`src/rtl/serial_sub_pkg.sv`:
```
// Shared types and limits for the bit-serial subtractor.
// SERIAL_SUB_OVF_EN (defined at build time) adds the signed-overflow output.
package serial_sub_pkg;

    localparam int unsigned WidthMin = 1;
    localparam int unsigned WidthMax = 32;

    typedef enum logic [1:0] {
        StIdle,
        StShift,
        StDone
    } state_e;

endpackage

```
`src/rtl/full_subtractor.sv`:
```
// One-bit full subtractor cell: d = a - b - bin, bout set when the bit borrows.
module full_subtractor (
    input  logic a,
    input  logic b,
    input  logic bin,
    output logic d,
    output logic bout
);

    always_comb begin
        d    = a ^ b ^ bin;
        bout = (~a & b) | (~(a ^ b) & bin);
    end

endmodule

```
`src/rtl/serial_subtractor.sv`:
```
// Bit-serial a - b - bin, LSB first, one bit per clock behind a start/busy/done handshake.
// Optional SERIAL_SUB_OVF_EN adds the ovf port and the captured sign flops.
module serial_subtractor
    import serial_sub_pkg::*;
#(
    parameter int unsigned WIDTH = 8
) (
    input  logic             clk,
    input  logic             rst,
    input  logic             start,
    input  logic [WIDTH-1:0] a,
    input  logic [WIDTH-1:0] b,
    input  logic             bin,
    output logic             busy,
    output logic             done,
    output logic [WIDTH-1:0] diff,
    output logic             bout
`ifdef SERIAL_SUB_OVF_EN
    ,
    output logic             ovf
`endif
);

    localparam int unsigned CntW = $clog2(WIDTH + 1);
    localparam logic [CntW-1:0] CntLast = CntW'(WIDTH - 1);

    if (WIDTH < WidthMin || WIDTH > WidthMax) begin : g_width_check
        $error("serial_subtractor: WIDTH out of range");
    end

    state_e           state_q, state_d;
    logic [WIDTH-1:0] a_sr_q, b_sr_q, diff_q, diff_d;
    logic [CntW-1:0]  cnt_q;
    logic             borrow_q, bout_q;
    logic             cell_d, cell_bout;
    logic             accept, shift, last;

    full_subtractor u_cell (
        .a    (a_sr_q[0]),
        .b    (b_sr_q[0]),
        .bin  (borrow_q),
        .d    (cell_d),
        .bout (cell_bout)
    );

    always_comb begin
        accept = (state_q == StIdle) && start;
        shift  = (state_q == StShift);
        last   = shift && (cnt_q == CntLast);
    end

    // Result bits enter at the MSB so that after WIDTH shifts bit 0 sits at diff[0].
    if (WIDTH == 1) begin : g_diff_w1
        always_comb diff_d = cell_d;
    end else begin : g_diff_wn
        always_comb diff_d = {cell_d, diff_q[WIDTH-1:1]};
    end

    always_ff @(posedge clk or posedge rst) begin
        if (rst) begin
            state_q <= StIdle;
        end else begin
            state_q <= state_d;
        end
    end

    always_comb begin
        state_d = state_q;
        unique case (state_q)
            StIdle:  if (start) state_d = StShift;
            StShift: if (cnt_q == CntLast) state_d = StDone;
            StDone:  state_d = StIdle;
            default: state_d = StIdle;
        endcase
    end

    always_comb begin
        busy = (state_q != StIdle);
        done = (state_q == StDone);
        diff = diff_q;
        bout = bout_q;
    end

    always_ff @(posedge clk or posedge rst) begin
        if (rst) begin
            a_sr_q   <= '0;
            b_sr_q   <= '0;
            diff_q   <= '0;
            cnt_q    <= '0;
            borrow_q <= 1'b0;
            bout_q   <= 1'b0;
        end else if (accept) begin
            a_sr_q   <= a;
            b_sr_q   <= b;
            borrow_q <= bin;
            cnt_q    <= '0;
        end else if (shift) begin
            a_sr_q   <= a_sr_q >> 1;
            b_sr_q   <= b_sr_q >> 1;
            borrow_q <= cell_bout;
            diff_q   <= diff_d;
            if (last) begin
                bout_q <= cell_bout;
            end else begin
                cnt_q <= cnt_q + 1'b1;
            end
        end
    end

`ifdef SERIAL_SUB_OVF_EN
    logic a_sign_q, b_sign_q, ovf_q;

    // cell_d on the last shift is the final result sign bit.
    always_ff @(posedge clk or posedge rst) begin
        if (rst) begin
            a_sign_q <= 1'b0;
            b_sign_q <= 1'b0;
            ovf_q    <= 1'b0;
        end else if (accept) begin
            a_sign_q <= a[WIDTH-1];
            b_sign_q <= b[WIDTH-1];
        end else if (last) begin
            ovf_q <= (a_sign_q != b_sign_q) && (cell_d != a_sign_q);
        end
    end

    always_comb ovf = ovf_q;
`endif

endmodule

```
`config.mk`:
```
export PLATFORM = sky130hd
export DESIGN_NAME = serial_subtractor
export DESIGN_NICKNAME = d
export VERILOG_FILES = /design/src/rtl/serial_sub_pkg.sv /design/src/rtl/full_subtractor.sv /design/src/rtl/serial_subtractor.sv
export SDC_FILE = /design/constraint.sdc
export NUM_CORES = 1
export LEC_CHECK = 0
export ABC_AREA = 1
export BUFFER_PORTS_ARGS = -buffer_cell sky130_fd_sc_hd__buf_4
export CAP_MARGIN = 20
export CORE_ASPECT_RATIO = 0.8
export CORE_MARGIN = 2
export CORE_UTILIZATION = 46
export CTS_BUF_LIST = sky130_fd_sc_hd__clkbuf_16
export DETAILED_ROUTE_END_ITERATION = 6
export PLACE_DENSITY = 0.76
export SLEW_MARGIN = 20
export SYNTH_ARGS = -nofsm -noshare
export SYNTH_HDL_FRONTEND = slang
export SYNTH_SLANG_ARGS = --single-unit
```
`constraint.sdc`:
```
create_clock -name clk -period 1.4 [get_ports clk]
set_clock_uncertainty 0.15 [all_clocks]
set_input_delay 0.28 -clock clk [delete_from_list [all_inputs] [get_ports clk]]
set_output_delay 0.28 -clock clk [all_outputs]
set_load 0.02 [all_outputs]
```
; ---- Word level (Yosys, flattened, before mapping)
; Cells that the tools add are included.
[word_totals]
ramBits = 0
in_bits = 20
word_cells = 43
register_bits = 32
output_inout_bits = 11
n_memories = 0
mem_bits_ro = 0
latchBits = 0
[classes]
magnitude_cmp = 0
addsub = 1
bitwise = 8
div = 0
mul = 0
reduce_logical = 9
mux = 12
eq_ne = 6
shift = 0
[op_table]
columns = op, n
row1 = two-way mux 8 bit, 4
row2 = two-way mux 4 bit, 3
row3 = AND reduction 2 bit, 3
row4 = adder 4 x 1 -> 4 bit (second input constant), 1
row5 = == test 4 x 3 -> 1 bit (second input constant), 1
row6 = two-way mux 2 bit, 2
row7 = != test 2 bit (second input constant), 2
row8 = one-hot mux 2 bit (2 select lines), 1
row9 = nonzero test 2 bit, 2
row10 = NOT 1 bit, 3
row11 = AND reduction 3 bit, 1
row12 = bitwise AND 1 bit, 2
row13 = == test 2 x 1 -> 1 bit (second input constant), 1
row14 = == test 2 bit (second input constant), 1
row15 = logical AND 1 bit, 2
row16 = zero test 2 bit, 1
row17 = two-way mux 1 bit, 2
row18 = != test 2 x 1 -> 1 bit (second input constant), 1
row19 = bitwise XOR 1 bit, 2
row20 = bitwise OR 1 bit, 1

; ---- Longest topological paths before layout
; Gate-level depths: netlist of the first run.
[depth]
depth_word = 6
mapped_depth = 6
depth_no_buf = 6

; ---- Hierarchy
; A second synthesis of the first run with hierarchy kept.
[hier_totals]
cells_unflattened = 171
hier_area_um2 = 1413.9
[modules_own_cells]
columns = module, instances, seq_area_each_um2, area_per_inst_um2, cells_per_inst
row1 = serial_subtractor, 1, 800.8, 1382.6, 167
row2 = full_subtractor, 1, 0.0, 31.3, 4

; ---- Worst setup path before layout of the first run
; OpenSTA, ideal clock, no wires.
[synth_timing]
path_type = reg-to-reg
start = register cnt_q[0]
end = register bout_q, in the netlist bout
required_ns = 1.129
setup_time_ns = 0.121
stages_incl_launch_ff = 7
path_slack_ns = 0.078
synth_period_minus_slack_ns = 1.322
arrival_ns = 1.051
n_path_buf = 0
cell_sequence = dfrtp_1 ha_1 nand2_1 nor2_1 nand2_1 nand2_1 o21ai_1
[synth_between]
elab_chain_cells = 3
[synth_lines]
columns = item, line
row1 = from (decl), serial_subtractor.sv:33  ; logic [CntW-1:0] cnt_q;
row2 = from (signal assigned), serial_subtractor.sv:105  ; cnt_q <= cnt_q + 1'b1;
row3 = == test 4 x 3 -> 1 bit, serial_subtractor.sv:49  ; last = shift && (cnt_q == CntLast);
row4 = logical AND 1 bit, serial_subtractor.sv:49
row5 = AND reduction 3 bit (no source line), --
row6 = to (signal assigned), serial_subtractor.sv:103  ; bout_q <= cell_bout;
row7 = to (decl), serial_subtractor.sv:34  ; logic borrow_q, bout_q;
; No other way between the ends.
; A chain may end at the register's enable or synchronous reset.

; ---- Worst setup path in the final report of the first run
[layout_timing]
start = register state_q[0]
end = output port done
[layout_between]
elab_chain_cells = 1
[layout_lines]
columns = item, line
row1 = from (decl), serial_subtractor.sv:31  ; state_e state_q, state_d;
row2 = from (signal assigned), serial_subtractor.sv:61  ; state_q <= StIdle;
row3 = from (signal assigned), serial_subtractor.sv:63  ; state_q <= state_d;
row4 = == test 2 bit, serial_subtractor.sv:79  ; done = (state_q == StDone);
row5 = to (decl), serial_subtractor.sv:15  ; output logic done,
; No other way between the ends.

==> results.md, run 1 <==
* Worst reg2reg setup slack at 0.07 ns
* Vias at 1235
* Fillers at 262
* Cell count along the critical path at 2
* Initial core utilization at 47.61%
* CP top delay family: flip-flops
* FF-to-FF path depth at 4
* CTS clk-pin slew, worst paths at roughly 0.050 ns
* Count leader, synth: nand2_1
* Cell Chain, Critical Path: nor2_2 -> buf_4
* CTS Sinks at 32
* Crit path buf inv count at 1
* Slowest stage delay, CP at 0.43 ns
* Post-synth EDFFs at 0
* Diode count at 0
* Status: finished, final reports clean
* Fmax at about 730 MHz
* Total GRT Usage at 19.33%
* RD Place Congestion at 0.8425
* Pin count of the biggest net entering global routing at 33
* Maximum root-to-sink buffer count at 2
* DRC at 0
* Final wirelength at ~3.1 mm
* R2R Path End: borrow_q
* Initial antenna violation count at 0
* Maximum vdd drop at 0.0008313 V
* Arr. time, crit path at about 0.94 ns
* Crit. Startpoint: state_q[0]
* Total CTS buffers at 5
* Core area at 0.003040 sq mm
* First-pass GRT wire length at 4.995 mm
* Global route overflow at 0
* Utilization after layout at between 60% and 70%
* Mapped cell area at 0.001448 sq mm
* Pins over their slew limit at 0
* Vias per cell at 4.824
* Crit Path Class: register to output port
* Number of global-route vias before repair at 1151
* CTS tree: yes
* Final period utilization at 98.07%
* Cell taking the most area after synthesis: dfrtp_1
* Synth Area per Inst at 8.466 sq um
* Site row count at 18
* Crit start category: register
* Hold Crit Start: b[7]
* Non-filler cells, final at 256
* Library cells used by synthesis at 19
* DP HPWL at 1.895 mm
* Main synth FF type: dfrtp_1
* Worst reg2reg path startpoint: b_sr_q[0]
* Drt first-iter violations at 62
* Worst-Margin Slew at about 0.4 ns
* Die height at 54.18 um
* Clk Latency, worst-skew pair at between 0.2 and 0.3 ns
* Post-synth ARST share at between 90% and 100%
* Worst Setup EP: done
* Drt pass-1 iters at 4
* Data required time of the critical path at 0.97 ns
* HP Class: input pin to register
* Max Cap Viol at 0
* Placed cell areas at 0.001738 sq mm
* Seq. cell area at approximately 800 sq um
* Final Hold Viols at 0
* DR WL/cell at between 10 and 15 um
* Slew HR at about three quarters
* Worst path slowest cell: dfrtp_2
* Min Tclk post-route at between 1 and 1.5 ns
* Port bufs at 30
* Critical path capture point type: output port
* P_leak at 1.044 nW
* CTS root buffer: clkbuf_16
* Synth cell count leaders: nand2_1 (87), dfrtp_1 (32), nand3_1 (23)
* Multi-input logic area at 585.6 sq um
* Full die area at 0.003615 sq mm
* Htree depth at 2
* Routed Antenna Nets at 0
* Register area share after synthesis at between 50% and 60%
* Share of layout cells above drive strength 1 at 28.70%
* Yosys Warn Count at 0
* FF+latch count, synth at 32
* Final #Nets at 237
* Horiz. Die Dim at 66.72 um
* Final setup viols at 0
* Worst-path fanout max at 4
* IO Pins at 31
* Pwr Density at between 2000 and 2500 mW/mm^2
* Cells after synthesis at 171
* Syn Nets at 193
* Top-area cell type share of the netlist area at 55.32%
* Placed cell count at 242
* Largest cells by area after synthesis: dfrtp_1 (55%), nand2_1 (23%), nand3_1 (8.0%), inv_1 (2.1%), buf_6 (1.6%)
* Post-route cell area at 0.001961 sq mm
* Area Growth Syn to Fin at 35.44%
[cells in the final DEF (no fill, tap or decap), types with 2 or more instances in the layout]
master	count
nand2_2	3
inv_1	9
inv_2	2
buf_4	38
nor2_1	2
clkbuf_16	5
dfrtp_1	31
nor2_4	2
nand2_1	84
buf_6	2
nand3_1	23
[what timing repair did]
action	in CTS	in global routing
hold endpoints to repair	32	0
gates resized for setup	3	12
buffers inserted	4	1
setup endpoints to repair	3	20
pin swaps	1	2
hold buffers	1	0
[final cells by class]
cell class / instances / area share (%)
sequential: 32 / 40.91
multi-input combinational: 123 / 29.87
timing repair buffer: 42 / 17.23
clock buffer: 5 / 6.382
tap: 40 / 2.553
inverter: 11 / 2.489
clock inverter: 3 / 0.5743
[per-layer routing]
metal	share of wire [%]	global-route usage, %	wire, um	up-vias
met5	0	0	0	-
met4	1.6	7.483	48	0
met3	4.7	5.021	145	7
met2	47	30.83	1441	38
met1	47	25.57	1423	574
li1	-	-	-	616
[worst min path at each step]
stage	end	slack, ns	depth (start not counted)
CTS	b_sr_q[7]	0.05	3
global route	b_sr_q[3]	0.07	3
finish	b_sr_q[7]	0.05	3
global placement	diff[0]	0.24	3
detailed placement	diff[0]	0.25	3
floorplan	a_sr_q[7]	0.24	2
[where the power goes]
part | leakage, nW | internal (mW) | switching (mW)
logic | 0.563 | 0.799 | 1.02
registers | 0.408 | 1.33 | 0.282
clock network | 0.0738 | 0.638 | 0.364
total | 1.04 | 2.77 | 1.67
[per-stage QoR]
step                      TNS (ns)  hold slack [ns]  power, mW  setup WS (ns)
after floorplan                  0           0.2396      2.710        0.07822
after global placement           0           0.2432      3.199        0.06719
after detailed placement         0           0.2500      3.256        0.02931
after CTS                        0          0.04913      4.358       0.002258
after global routing      -0.01691          0.06621      4.761       -0.01691
final                            0          0.05030      4.437        0.02705
[state kept, by name, summed over array words and instances, names as in the netlist]
| signal | flops |
|---|---|
| b_sr_q | 8 |
| borrow_q | 1 |
| a_sr_q | 8 |
| cnt_q | 4 |
| state_q | 2 |
| diff | 8 |
| bout | 1 |
[cell families after synthesis]
| family | Yosys count | synth area share (%) |
|---|---|---|
| AOI/OAI and AO/OA | 2 | 1.469 |
| adders and majority gates | 2 | 2.247 |
| buffers and inverters | 16 | 6.136 |
| DFF | 32 | 55.32 |
| and+or+nand+nor | 119 | 34.83 |
[worst min-delay path, stage by stage]
cell	delay, ns
buf_4	0.08
nand2_1	0.04
nand2_1	0.04
No activity file was read; power rests on OpenSTA's default activity.
==> run 2, diff against run 1 <==
Settings changed: CELL_PAD_IN_SITES_DETAIL_PLACEMENT set to 1, CELL_PAD_IN_SITES_GLOBAL_PLACEMENT set to 1, CORE_UTILIZATION 46 to 35, PLACE_DENSITY 0.76 to 0.77.
==> results.md, run 2 (same netlist as run 1, synthesis figures left out) <==
* Status: finished, final reports clean
* Final #Nets at 236 (-0.42%)
* Global route overflow at 0 (unchanged)
* Full die area at 0.004670 sq mm (+29%)
* Pin count of the biggest net entering global routing at 33 (unchanged)
* Crit start category: register
* Post-route cell area at 0.001993 sq mm (+1.7%)
* Total GRT Usage at 17.24% (-2.1 points)
* Fillers at 464 (+77%)
* DP HPWL at 2.479 mm (+31%)
* Htree depth at 2 (unchanged)
* Worst reg2reg path startpoint: cnt_q[1]
* Crit Path Class: register to output port
* P_leak at 1.048 nW (+0.34%)
* Core area at 0.003879 sq mm (+28%)
* RD Place Congestion at 0.7460 (-11%)
* Initial core utilization at 37.32% (-10 points)
* Seq. cell area at 802.0 sq um (unchanged)
* Die height at 61.52 um (+14%)
* CTS tree: yes
* First-pass GRT wire length at 6.030 mm (+21%)
* Pwr Density at 2262 mW/mm^2 (about the same)
* CTS root buffer: clkbuf_16
* IO Pins at 31 (unchanged)
* Pins over their slew limit at 0 (unchanged)
* Share of layout cells above drive strength 1 at 26.98% (-1.7 points)
* Clk Latency, worst-skew pair at 0.27 ns (about the same)
* Crit. Startpoint: state_q[0]
* CTS Sinks at 32 (unchanged)
* Final wirelength at 3.663 mm (+20%)
* Final period utilization at 98.11% (about the same)
* Hold Crit Start: b[7]
* Commonest non-fill, non-tap cell in the layout: nand2_1
* Area Growth Syn to Fin at 37.68%
* HP Class: input pin to register
* Total CTS buffers at 5 (unchanged)
* Number of global-route vias before repair at 1299 (+13%)
* Port bufs at 30 (unchanged)
* Horiz. Die Dim at 75.91 um (+14%)
* Drt first-iter violations at 73 (+18%)
* Vias per cell at 4.719 (-2.2%)
* Commonest non-fill, non-tap cells in the layout: nand2_1 (86), buf_4 (36), dfrtp_1 (31)
* Site row count at 20 (+2)
* Multi-input logic area at 588.1 sq um (+0.43%)
* Worst-Margin Slew at 0.2153 ns (-0.1863 ns)
* Diode count at 0 (unchanged)
* Drt pass-1 iters at 4 (unchanged)
* Initial antenna violation count at 0 (unchanged)
* Vias at 1274 (+3.2%)
* Slew HR at 85.65% (+12 points)
* Max Cap Viol at 0 (unchanged)
* Fmax at 728.0 MHz (about the same)
* Maximum root-to-sink buffer count at 2 (unchanged)
* DR WL/cell at 13.57 um (+14%)
* Critical path capture point type: output port
* Data required time of the critical path at 0.97 ns (about the same)
* Worst-path fanout max at 3 (-1)
* Arr. time, crit path at 0.94 ns (about the same)
* DRC at 0 (unchanged)
* Utilization after layout at 51.39% (-13 points)
* Placed cell areas at 0.001774 sq mm (+2.1%)
* CTS clk-pin slew, worst paths at 0.05 ns (about the same)
* Final setup viols at 0 (unchanged)
* Final Hold Viols at 0 (unchanged)
* Min Tclk post-route at 1.374 ns (+0.0006381 ns)
* Maximum vdd drop at 0.0007794 V (-6.2%)
* Routed Antenna Nets at 0 (unchanged)
* RSZ-0062 raised after global routing: yes
[run 2: final timing paths]
path	end	slack [ns]	cells after the start
worst max-delay path	done	0.03	2
worst min-delay path	b_sr_q[7]	0.05	3
worst max register to register	bout	0.05	6
worst min register to register	a_sr_q[7]	0.34	2
max in group asynchronous	state_q[0]	0.45	4
min in group asynchronous	cnt_q[2]	0.47	4
[run 2: critical path, cell delays in order (launching register included)]
cell	delay, ns
dfrtp_2	0.42
nor2_1	0.11
buf_4	0.14
[run 2: power breakdown]
group,total (mW),internal [mW],switching [mW]
combinational,1.88,0.813,1.07
clock,0.996,0.637,0.358
sequential,1.63,1.33,0.301
total,4.51,2.78,1.73
[run 2: final cells by class]
class | instances | share of cell area [%]
timing repair buffer | 41 | 17.64
tap | 55 | 3.453
inverter | 11 | 2.323
sequential | 32 | 40.24
clock buffer | 5 | 6.277
clock inverter | 3 | 0.5650
multi-input combinational | 123 | 29.50
[run 2: stage by stage]
stage / TNS [ns] / worst slack, ns / hold slack (ns) / cells / power (mW)
after floorplan: 0 / 0.07822 / 0.2396 / 171 / 2.710
after global placement: 0 / 0.05764 / 0.1949 / 256 / 3.229
after detailed placement: -0.09622 / -0.07502 / 0.1993 / 256 / 3.376
after CTS: 0 / 0.002817 / 0.05185 / 269 / 4.498
after global routing: -0.002138 / -0.001300 / 0.05881 / 270 / 4.880
final: 0 / 0.02641 / 0.05449 / 270 / 4.509
[run 2: timing repair]
| action | CTS | global route |
|---|---|---|
| buffers inserted | 4 | 1 |
| setup endpoints to repair | 5 | 16 |
| hold buffers | 1 | 0 |
| endpoints found under the hold margin | 32 | 0 |
| resized for setup | 4 | 7 |
| pin swaps | 0 | 1 |
[run 2: routing by layer]
layer	part of all wire (%)	up-vias	global-route usage, %	wire length, um
li1	-	618	-	-
met3	5.0	5	6.598	183
met5	0	-	0	0
met4	0.57	0	5.455	21
met1	45	617	19.98	1650
met2	49	34	30.74	1808
==> run 3, diff against run 2 <==
Settings changed: CORE_UTILIZATION 35 to 42, PLACE_DENSITY 0.77 to 0.88.
Clock period 1.4 ns to 1.8 ns, I/O delays scaled along.
==> results.md, run 3 (same netlist as run 1, synthesis figures left out) <==
* Initial core utilization at 42.88% (+5.6 points)
* Pin count of the biggest net entering global routing at 33 (unchanged)
* Min Tclk post-route at around 1.6 ns
* Sequential share of power at 38.2% (+2.0 points)
* DP Worst Slack at 0.3069 ns (+0.3819 ns)
* CTS clk-pin slew, worst paths at 0.05 ns (about the same)
* Arr. time, crit path at 1.07 ns (+0.13 ns)
* # hold bufs at CTS at 0 (-1)
* RSZ-0062 raised after global routing: no
* Non-filler cells, final at 248 (-8.1%)
* DRC at 0 (unchanged)
* Area Growth Syn to Fin at 27.05%
* Crit start category: register
* Placed cell count at 241 (-5.9%)
* Final Hold Viols at 0 (unchanged)
* Htree depth at 2 (unchanged)
* DR WL/cell at 14.51 um (+7.0%)
* GRT busiest layer: met2
* Worst-Margin Slew at 0.4871 ns (+0.2719 ns)
* Drt pass-1 iters at 4 (unchanged)
* Maximum vdd drop at 0.0007212 V (-7.5%)
* Number of global-route vias before repair at 1373 (+5.7%)
* Site row count at 19 (-5.0%)
* Routed Antenna Nets at 0 (unchanged)
* Slew HR at 67.40% (-18 points)
* Final period utilization at slightly below 90%
* CTS root buffer: clkbuf_16
* Pins over their slew limit at 0 (unchanged)
* Maximum root-to-sink buffer count at 2 (unchanged)
* Core area at 0.003376 sq mm (-13%)
* Slowest stage delay, CP at 0.43 ns (about the same)
* Pwr Density at 1810 mW/mm^2 (-20%)
* Port bufs at 30 (unchanged)
* Commonest non-fill, non-tap cells in the layout: nand2_1 (87), buf_4 (33), dfrtp_1 (32)
* Initial antenna violation count at 0 (unchanged)
* GRT met3 Usage at 6.643% (+0.044 points)
* Fmax at around 630 MHz
* Share of layout cells above drive strength 1 at 22.33% (-4.6 points)
* Total GRT Usage at 20.71% (+3.5 points)
* Full die area at 0.003935 sq mm (-16%)
* Int Pwr at 2.018 mW (-27%)
* Clk Latency, worst-skew pair at 0.27 ns (about the same)
* Max Cap Viol at 0 (unchanged)
* Worst-path fanout max at 4 (+1)
* NetSw at 1.312 mW (-24%)
* Worst path slowest cell: dfrtp_1
* Horiz. Die Dim at 69.64 um (-8.3%)
* Vias per cell at 5.097 (+8.0%)
* Vias at 1264 (-0.78%)
* Global route overflow at 0 (unchanged)
* Final setup viols at 0 (unchanged)
* Setup TNS at 0 ns (unchanged)
* Total CTS buffers at 5 (unchanged)
* Logic pwr share at 38.2% (-3.5 points)
* CTS tree: yes
* Diode count at 0 (unchanged)
* Data required time of the critical path at 1.29 ns (+0.32 ns)
* Setup ws final at 0.2196 ns (+0.1932 ns)
* Crit Path Class: register to output port
* First-pass GRT wire length at 6.230 mm (+3.3%)
* P_leak at 0.9960 nW (-5.0%)
* Die height at 56.51 um (-8.1%)
* HP Class: input pin to async pin
* Drt first-iter violations at 54 (-26%)
* Final #Nets at 228 (-3.4%)
* DP HPWL at 2.579 mm (+4.0%)
* GR Util met2 at 37.36% (+6.6 points)
* Clock Power Share at 23.5% (+1.4 points)
* Critical path capture point type: output port
* Status: finished, final reports clean
* Sw Share at 39.40% (+1.1 points)
* Commonest non-fill, non-tap cell in the layout: nand2_1
* # Post-CTS Setup Buffers at 0 (-4)
* Cell Chain, Critical Path: inv_1 -> nand2_1 -> buf_4
* CTS Sinks at 32 (unchanged)
* GR Util met1 at 23.78% (+3.8 points)
* IO Pins at 31 (unchanged)
* RD Place Congestion at 0.7464 (about the same)
* Post-CTS Resized at 0 (-4)
* Final wirelength at 3.599 mm (-1.7%)
-- run 3: cell count changes in the layout (fill, tap and decap cells not counted), sizes merged --
cell         change
inv              -1
dlygate4sd3      -1
buf              -7
-- run 3: power by group through the flow --
| stage | Combinational [mW] | Clock [mW] | Sequential (mW) |
|---|---|---|---|
| 6_report | 1.27 | 0.784 | 1.27 |
| 5_1_grt | 1.43 | 0.830 | 1.31 |
| 4_1_cts | 1.30 | 0.794 | 1.27 |
| 3_5_place_dp | 1.28 | 0 | 1.28 |
| 3_3_place_gp | 1.18 | 0 | 1.24 |
| 2_1_floorplan | 0.782 | 0 | 1.33 |
-- run 3: per-layer routing --
metal	part of all wire [%]	wire (um)
met2	51	1853
met4	1.7	61
met1	43	1547
met3	3.8	137
met5	0	0
-- run 3: final cells by class --
class,count,area [sq um]
clock buffers,5,125.1
fillers,427,1536
well taps,42,52.55
multi-input cells,123,558.0
flip-flops and latches,32,800.8
clock inverters,2,8.758
inverters,11,46.29
repair buffers,33,247.7
-- run 3: final timing paths --
check | start | endpoint | slack (ns) | depth (start not counted)
worst max-delay path | state_q[0] | busy | 0.22 | 3
worst min-delay path | rst | diff[1] | 0.03 | 3
worst max register to register | cnt_q[0] | bout | 0.29 | 6
worst min register to register | a_sr_q[7] | a_sr_q[7] | 0.34 | 2
max in group asynchronous | rst | cnt_q[0] | 1.16 | 3
min in group clk | b[7] | b_sr_q[7] | 0.12 | 3
-- run 3: per-stage QoR --
| step | cell area (sq um) | hold slack (ns) | util, % | power, mW |
|---|---|---|---|---|
| after floorplan | 1448 | 0.2992 | - | 2.108 |
| after global placement | 1705 | 0.3148 | 50.52 | 2.420 |
| after detailed placement | 1705 | 0.3204 | 50.52 | 2.555 |
| after CTS | 1839 | 0.05836 | 54.48 | 3.367 |
| after global routing | 1839 | 0.07941 | 54.48 | 3.568 |
| final | 1839 | 0.02967 | 54.48 | 3.330 |
-- run 3: worst max-delay path: cells and delay by family, from the launching register on --
family,cells,cell delay [ns]
buf+inv,2,0.30
flops,1,0.43
simple gates,1,0.07
